===== src/rtl/core_featuremap_maxpool2d_relu.sv =====
// ReLU followed by 2x2/stride-2 max-pooling over a raster-order feature map, FIFO in / FIFO out.
// Optional MAXPOOL_FRAME_CNT_EN adds a 16-bit frame counter output (frame_cnt).
module core_featuremap_maxpool2d_relu #(
    parameter int DWIDTH = 32,
    parameter int IMG_W  = 64,
    parameter int IMG_H  = 64
) (
    input  logic              clock,
    input  logic              reset,
    input  logic [DWIDTH-1:0] ff_rdata,
    input  logic              ff_empty,
    output logic              ff_rdreq,
    output logic [DWIDTH-1:0] ff_wdata,
    output logic              ff_wrreq,
    input  logic              ff_full,
    output logic              frame_done,
`ifdef MAXPOOL_FRAME_CNT_EN
    output logic [15:0]       frame_cnt,
`endif
    output logic [1:0]        state_dbg
);

    // Handshakes: a pop (ff_rdreq) is taken whenever it is high; its data is present on
    // ff_rdata one cycle later. A push (ff_wrreq) is only raised while ff_full is low.

    localparam int CW = (IMG_W > 2) ? $clog2(IMG_W) : 1;
    localparam int RW = (IMG_H > 2) ? $clog2(IMG_H) : 1;
    localparam int LW = IMG_W / 2;
    localparam int KW = (LW > 1) ? $clog2(LW) : 1;
    localparam logic [CW-1:0] COL_LAST = CW'(IMG_W - 1);
    localparam logic [RW-1:0] ROW_LAST = RW'(IMG_H - 1);

    typedef enum logic [1:0] {
        S_IDLE = 2'd0,
        S_EVEN = 2'd1,
        S_ODD  = 2'd2
    } state_t;

    state_t            state;
    logic [CW-1:0]     col;
    logic [RW-1:0]     row;
    logic              rd_valid;
    logic              out_valid;
    logic              last_pending;
    logic [DWIDTH-1:0] h;
    logic [DWIDTH-1:0] lbuf [LW];

    logic [DWIDTH-1:0] r;
    logic [KW-1:0]     k;
    logic              col_last;
    logic              row_last;

    function automatic logic [DWIDTH-1:0] max_u(input logic [DWIDTH-1:0] a,
                                                input logic [DWIDTH-1:0] b);
        return (a > b) ? a : b;
    endfunction

    // Negative values (including -0.0) clamp to zero, so unsigned compares are order-correct.
    assign r        = ff_rdata[DWIDTH-1] ? '0 : ff_rdata;
    assign k        = KW'(col >> 1);
    assign col_last = (col == COL_LAST);
    assign row_last = (row == ROW_LAST);

    assign ff_rdreq   = (state != S_IDLE) & ~ff_empty & ~out_valid;
    assign ff_wrreq   = out_valid & ~ff_full;
    assign frame_done = ff_wrreq & last_pending;
    assign state_dbg  = state;

    always_ff @(posedge clock or posedge reset) begin
        if (reset) begin
            state        <= S_IDLE;
            col          <= '0;
            row          <= '0;
            rd_valid     <= 1'b0;
            out_valid    <= 1'b0;
            last_pending <= 1'b0;
            h            <= '0;
            ff_wdata     <= '0;
        end else begin
            rd_valid <= ff_rdreq;
            if (ff_wrreq) begin
                out_valid    <= 1'b0;
                last_pending <= 1'b0;
            end
            if (state == S_IDLE) begin
                state <= S_EVEN;
            end else if (rd_valid) begin
                if (col_last) begin
                    col   <= '0;
                    row   <= row_last ? '0 : row + 1'b1;
                    state <= (state == S_EVEN) ? S_ODD : S_EVEN;
                end else begin
                    col <= col + 1'b1;
                end
                if (state == S_EVEN) begin
                    if (!col[0]) h <= r;
                end else if (!col[0]) begin
                    h <= max_u(lbuf[k], r);
                end else begin
                    ff_wdata     <= max_u(h, r);
                    out_valid    <= 1'b1;
                    last_pending <= col_last & row_last;
                end
            end
        end
    end

    // Line buffer holds even-row pair maxima; contents need no reset.
    always_ff @(posedge clock) begin
        if (rd_valid && state == S_EVEN && col[0]) lbuf[k] <= max_u(h, r);
    end

`ifdef MAXPOOL_FRAME_CNT_EN
    always_ff @(posedge clock or posedge reset) begin
        if (reset)           frame_cnt <= '0;
        else if (frame_done) frame_cnt <= frame_cnt + 16'd1;
    end
`endif

endmodule


===== config.mk =====
export PLATFORM = sky130hd
export DESIGN_NAME = core_featuremap_maxpool2d_relu
export DESIGN_NICKNAME = d
export VERILOG_FILES = /design/src/rtl/core_featuremap_maxpool2d_relu.sv
export SDC_FILE = /design/constraint.sdc
export NUM_CORES = 1
export LEC_CHECK = 0
export ABC_AREA = 1
export CORE_MARGIN = 4
export CORE_UTILIZATION = 38
export CTS_CLUSTER_SIZE = 16
export DETAILED_ROUTE_END_ITERATION = 8
export HOLD_SLACK_MARGIN = 0.06
export MAX_ROUTING_LAYER = met4
export PLACE_DENSITY = 0.56
export REMOVE_ABC_BUFFERS = 1
export SLEW_MARGIN = 10
export SYNTH_ARGS = -nofsm -noshare
export SYNTH_HDL_FRONTEND = slang
export SYNTH_SLANG_ARGS = --single-unit

===== constraint.sdc =====
create_clock -name clock -period 4.6 [get_ports clock]
set_input_delay 0.92 -clock clock [delete_from_list [all_inputs] [get_ports clock]]
set_output_delay 0.92 -clock clock [all_outputs]
set_load 0.005 [all_outputs]

Word level (Yosys, flattened, before mapping)

Memories as Yosys holds them, arrays and structs flattened.
Index checks and enable logic that the tools add are counted.

Logic and storage cells: 62
Input bits: 36
RAM bits: 1,024
Memories kept: 1
Flip-flop bits (word level): 81

Reduce and logical (&&, ||, !) cells: 11
Add/subtract/negate cells: 2
Mux-type cells: 24
Order comparisons: 2
Bitwise logic cells: 11
Equal/unequal tests: 3

Memories:

| memory | depth | bits a word | read ports | clocked after memory_dff | wr ports | RTL line | text |
|---|---|---|---|---|---|---|---|
| lbuf   | 32    | 32          | 1          | 0                        | 1        | 46       | `logic [DWIDTH-1:0] lbuf [LW];` |

Operator list:

| kind                                                            | number |
|---|---|
| 32-bit 2-to-1 mux                                               | 5 |
| 32-bit by 31-bit > comparator with 1-bit output                 | 2 |
| 31-bit 2-to-1 mux                                               | 1 |
| 6-bit by 1-bit adder with 6-bit output, second input constant   | 2 |
| 6-bit == test, second input constant                            | 2 |
| 1-bit 2-to-1 mux                                                | 12 |
| 6-bit 2-to-1 mux                                                | 2 |
| 2-bit 2-to-1 mux                                                | 4 |
| 1-bit NOT                                                       | 6 |
| 3-bit AND reduction                                             | 2 |
| 2-bit nonzero test                                              | 3 |
| 1-bit bitwise AND                                               | 5 |
| 2-bit AND reduction                                             | 2 |
| 4-bit AND reduction                                             | 1 |
| 2-bit by 1-bit == test with 1-bit output, second input constant | 1 |
| 1-bit logical AND                                               | 2 |
| 2-bit zero test                                                 | 1 |

Depth between registers and ports, before layout

Word-level depth: 7
Depth in mapped cells: 29
Gate-level depth less buffers: 25

Worst setup path after synthesis

Ideal clock, no wire load.

Path type: input port to flip-flop
From: input ff_rdata[31]
To: memory lbuf[0][1], data pin
Stages on the path: 12
Required time: 4,316 ps
Arrival: 3,267 ps
Setup slack: 1,049 ps
Buffers on the path: 2
Path through: inv_1 clkbuf_1 nand2_1 ha_1 nand2_1 nor2_1 nand4_1 nor4_1 nand4_1 clkbuf_1 nand3b_1 and2_1

Longest elaborated chain between the ends: 3

Ends and longest elaborated chain:

| what                                            | RTL line | text |
|---|---|---|
| from (decl)                                     | 10       | `input logic [DWIDTH-1:0] ff_rdata,` |
| 31-bit 2-to-1 mux (*)                           | 59       | `assign r = ff_rdata[DWIDTH-1] ? '0 : ff_rdata;` |
| 32-bit by 31-bit > comparator with 1-bit output | 55       | `return (a > b) ? a : b;` |
| 32-bit 2-to-1 mux (*)                           | 55       |  |
| to (decl)                                       | 46       |  |

Mark *: on every way between the ends. The rest lies on a longest branch, timed or not.

Worst setup path in the final report

From: input ff_rdata[31]
To: memory lbuf[24][29], data pin

Same word-level chain as after synthesis.

==> results.sh <==
export IMPL_outcome="complete, no violations"
export IMPL_setup_ws_ns=0.318
export IMPL_period_share=0.931
export IMPL_crit_arrival_ns=4.63
export IMPL_synth_commonest_cells="edfxtp_1, nand2_1, a22oi_1, nor2_1, nand3_1"
export IMPL_fp_row_count=124
export IMPL_die_w_um=348
export IMPL_post_cts_setup_buffers=0
export IMPL_avgSynthCellArea_um2=13.7
export IMPL_diodes=0
export IMPL_timing_fmax_ghz=0.234
export IMPL_routed_via_density=5.68
export IMPL_area_delta_synth_final_pct=17.1
export IMPL_r2r_setup_slack_ns=0.43
export IMPL_antenna_found_initial=1
export IMPL_synth_most_common_cell="edfxtp_1"
export IMPL_cp_start_kind="input pin"
export IMPL_hold_ws_ns=0.480
export IMPL_path_clk_slew_ns=0.06
export IMPL_required_ns=4.94
export IMPL_num_io_pins=73
export IMPL_cts_root_buf="clkbuf_16"
export IMPL_clock_skew_ns=0.0314
export IMPL_slew_viol_final=0
export IMPL_maxCapViolCount=0
export IMPL_port_buffers=72
export IMPL_cts_buffer_depth=3
export IMPL_die_area_um2=121000
export IMPL_clk_latency_ns=0.71
export IMPL_synth_top_area_share=0.700
export IMPL_die_h_um=348
export IMPL_ys_ff_latch=1105
export IMPL_power_mw=36.4
export IMPL_ir_drop_v=0.000387
export IMPL_fp_coreArea_um2=115000
export IMPL_synth_area_leader_cell="edfxtp_1"
export IMPL_ctsHoldBuffers=0
export IMPL_dr_pass1_iters=5
export IMPL_wl_per_cell_um=28.2
export IMPL_drt_total_wl_um=141000
export IMPL_start_util=0.383
export IMPL_track_usage=0.236
export IMPL_yosys_warnings=0
export IMPL_powerDensity_nw_per_um2=708
export IMPL_path_class="input pin to flop"
export IMPL_synth_flop_cell="edfxtp_1"
export IMPL_fin_tns_setup_ns=0
export IMPL_drt_iter0_drc=3539
export IMPL_drc_errors=0
export IMPL_seq_area_frac_synth=0.746
export IMPL_p_leak_nw=18.3
export IMPL_syn_inst=3200
export IMPL_grt_pass1_wl_um=198000
export IMPL_syn_area_um2=43900
export IMPL_num_vias=28400
export IMPL_dp_slack_ns=-0.304
export IMPL_ys_types=35
export IMPL_relSlewSlack=0.277
export IMPL_cts_buffers=115
export IMPL_worstPathMaxFanout=32
export IMPL_tritoncts="yes"
export IMPL_clock_sinks=1105
export IMPL_grt_max_degree=72
export IMPL_finalHoldViolations=0
export IMPL_end_kind="flop"
export IMPL_min_period_ns=4.28
export IMPL_hp_class="flop to flop"
export IMPL_synth_edf_count=1024
export IMPL_dp_hpwl_um=81400
export IMPL_rsz0062_at_grt="no"
export IMPL_synthArstFlopShare=0.0733
export IMPL_first_global_vias=27100
export IMPL_layout_drive_gt1_share=0.114
export IMPL_place_congestion=0.899
export IMPL_ant_nets=0
export IMPL_yosys_top_cells_area="edfxtp_1, a22oi_1, nand2_1, dfrtp_1, ha_1"
export IMPL_grt_overflow_total=0
export IMPL_fin_nets=3493
export IMPL_setup_violations=0
export IMPL_tightest_slew_ns=1.08
export IMPL_cts_resized=0
export IMPL_htreeDepth=3
per-stage QoR:
step           std cells   util  instance area, um2
6_report            5003  0.449               51400
5_1_grt             5003  0.449               51400
4_1_cts             5003  0.449               51400
3_5_place_dp        4788  0.417               47800
3_3_place_gp        4788  0.417               47800
2_1_floorplan       3029      -               43100
area by class of cell:
class,count,area [um2]
clock buffers,157,3120
clock inverters,58,503
fillers,10300,63100
inverters,86,333
multi-input cells,1838,10300
flip-flops and latches,1105,32800
well taps,1512,1890
repair buffers,247,2450
critical path, cell delays in order:
cell and delay, ns:
clkdlybuf4s50_1 0.42, inv_2 0.37, nand2_1 0.22, ha_1 0.33
nand2_1 0.07, nor2_1 0.16, nand4_1 0.22, nor4_1 0.35
nand4_1 0.24, buf_4 0.29, nand3b_1 0.13, and2_1 0.85
flip-flops by register name (all words and copies together) (netlist names):
name,flops
col,6
ff_wdata,32
h,32
last_pending,1
lbuf,1024
out_valid,1
rd_valid,1
row,6
state_dbg,2
routing by layer:
layer / track usage / routed length [um] / part of all wire
met5: - / 0 / 0
met4: 0.0715 / 4310 / 0.031
met3: 0.0542 / 13800 / 0.098
met2: 0.347 / 63000 / 0.45
met1: 0.327 / 59800 / 0.42
path summary, 6_finish.rpt:
path / startpoint / cells past startpoint / endpoint
setup / recovery: ff_rdata[31] / 12 / lbuf[24][29]$_DFFE_PP_
hold / removal: ff_wdata[9]$_DFFE_PP0P_ / 2 / ff_wdata[9]$_DFFE_PP0P_
setup reg to reg: col[1]$_DFFE_PP0P_ / 24 / h[16]$_DFFE_PP0P_
hold reg to reg: ff_wdata[9]$_DFFE_PP0P_ / 2 / ff_wdata[9]$_DFFE_PP0P_
max in group asynchronous: reset / 3 / ff_wdata[12]$_DFFE_PP0P_
min in group asynchronous: reset / 2 / ff_wdata[0]$_DFFE_PP0P_
report_power, final:
part | switching [mW] | internal, mW
Sequential | 0.361 | 14.1
Clock | 3.89 | 5.13
Combinational | 9.09 | 3.79
Total | 13.3 | 23.1
cells in the final DEF, fill, tap and decap left out, types with 3 or more instances in the layout:
| master | synthesis | routed |
|---|---|---|
| edfxtp_1 | 1024 | 1024 |
| nand2_1 | 826 | 824 |
| a22oi_1 | 496 | 496 |
| buf_4 | 4 | 142 |
| clkbuf_16 | 0 | 116 |
| nand3_1 | 105 | 105 |
| nor2_1 | 128 | 88 |
| dfrtp_1 | 81 | 81 |
| inv_1 | 77 | 75 |
| clkdlybuf4s50_1 | 0 | 72 |
| nand4_1 | 69 | 69 |
| ha_1 | 64 | 64 |
| nor2_4 | 1 | 43 |
| clkbuf_1 | 61 | 35 |
| buf_12 | 0 | 33 |
| and2_1 | 31 | 31 |
| nand3b_1 | 30 | 30 |
| a21oi_1 | 28 | 28 |
| o21ai_0 | 21 | 21 |
| clkinv_1 | 1 | 21 |
| clkinv_2 | 0 | 14 |
| inv_2 | 8 | 9 |
| o21ai_1 | 9 | 9 |
| inv_6 | 0 | 8 |
| bufinv_16 | 0 | 7 |
| clkbuf_8 | 0 | 6 |
| nor3_1 | 5 | 5 |
| xor2_1 | 5 | 5 |
| clkinvlp_4 | 0 | 5 |
| nand2_2 | 2 | 4 |
| nor3_4 | 0 | 3 |
kinds of logic (layout without fill, tap and decap cells):
group,count (synthesis),after routing,share of synthesized area
adders and majority gates,64,64,0.0182
DFF,1105,1105,0.746
AOI/OAI and AO/OA,561,561,0.0926
and+or+nand+nor,1206,1206,0.116
buffers and inverters,257,548,0.0256
xor gates and xnor gates,7,7,0.00140
Power figures use the tool's default switching activity.
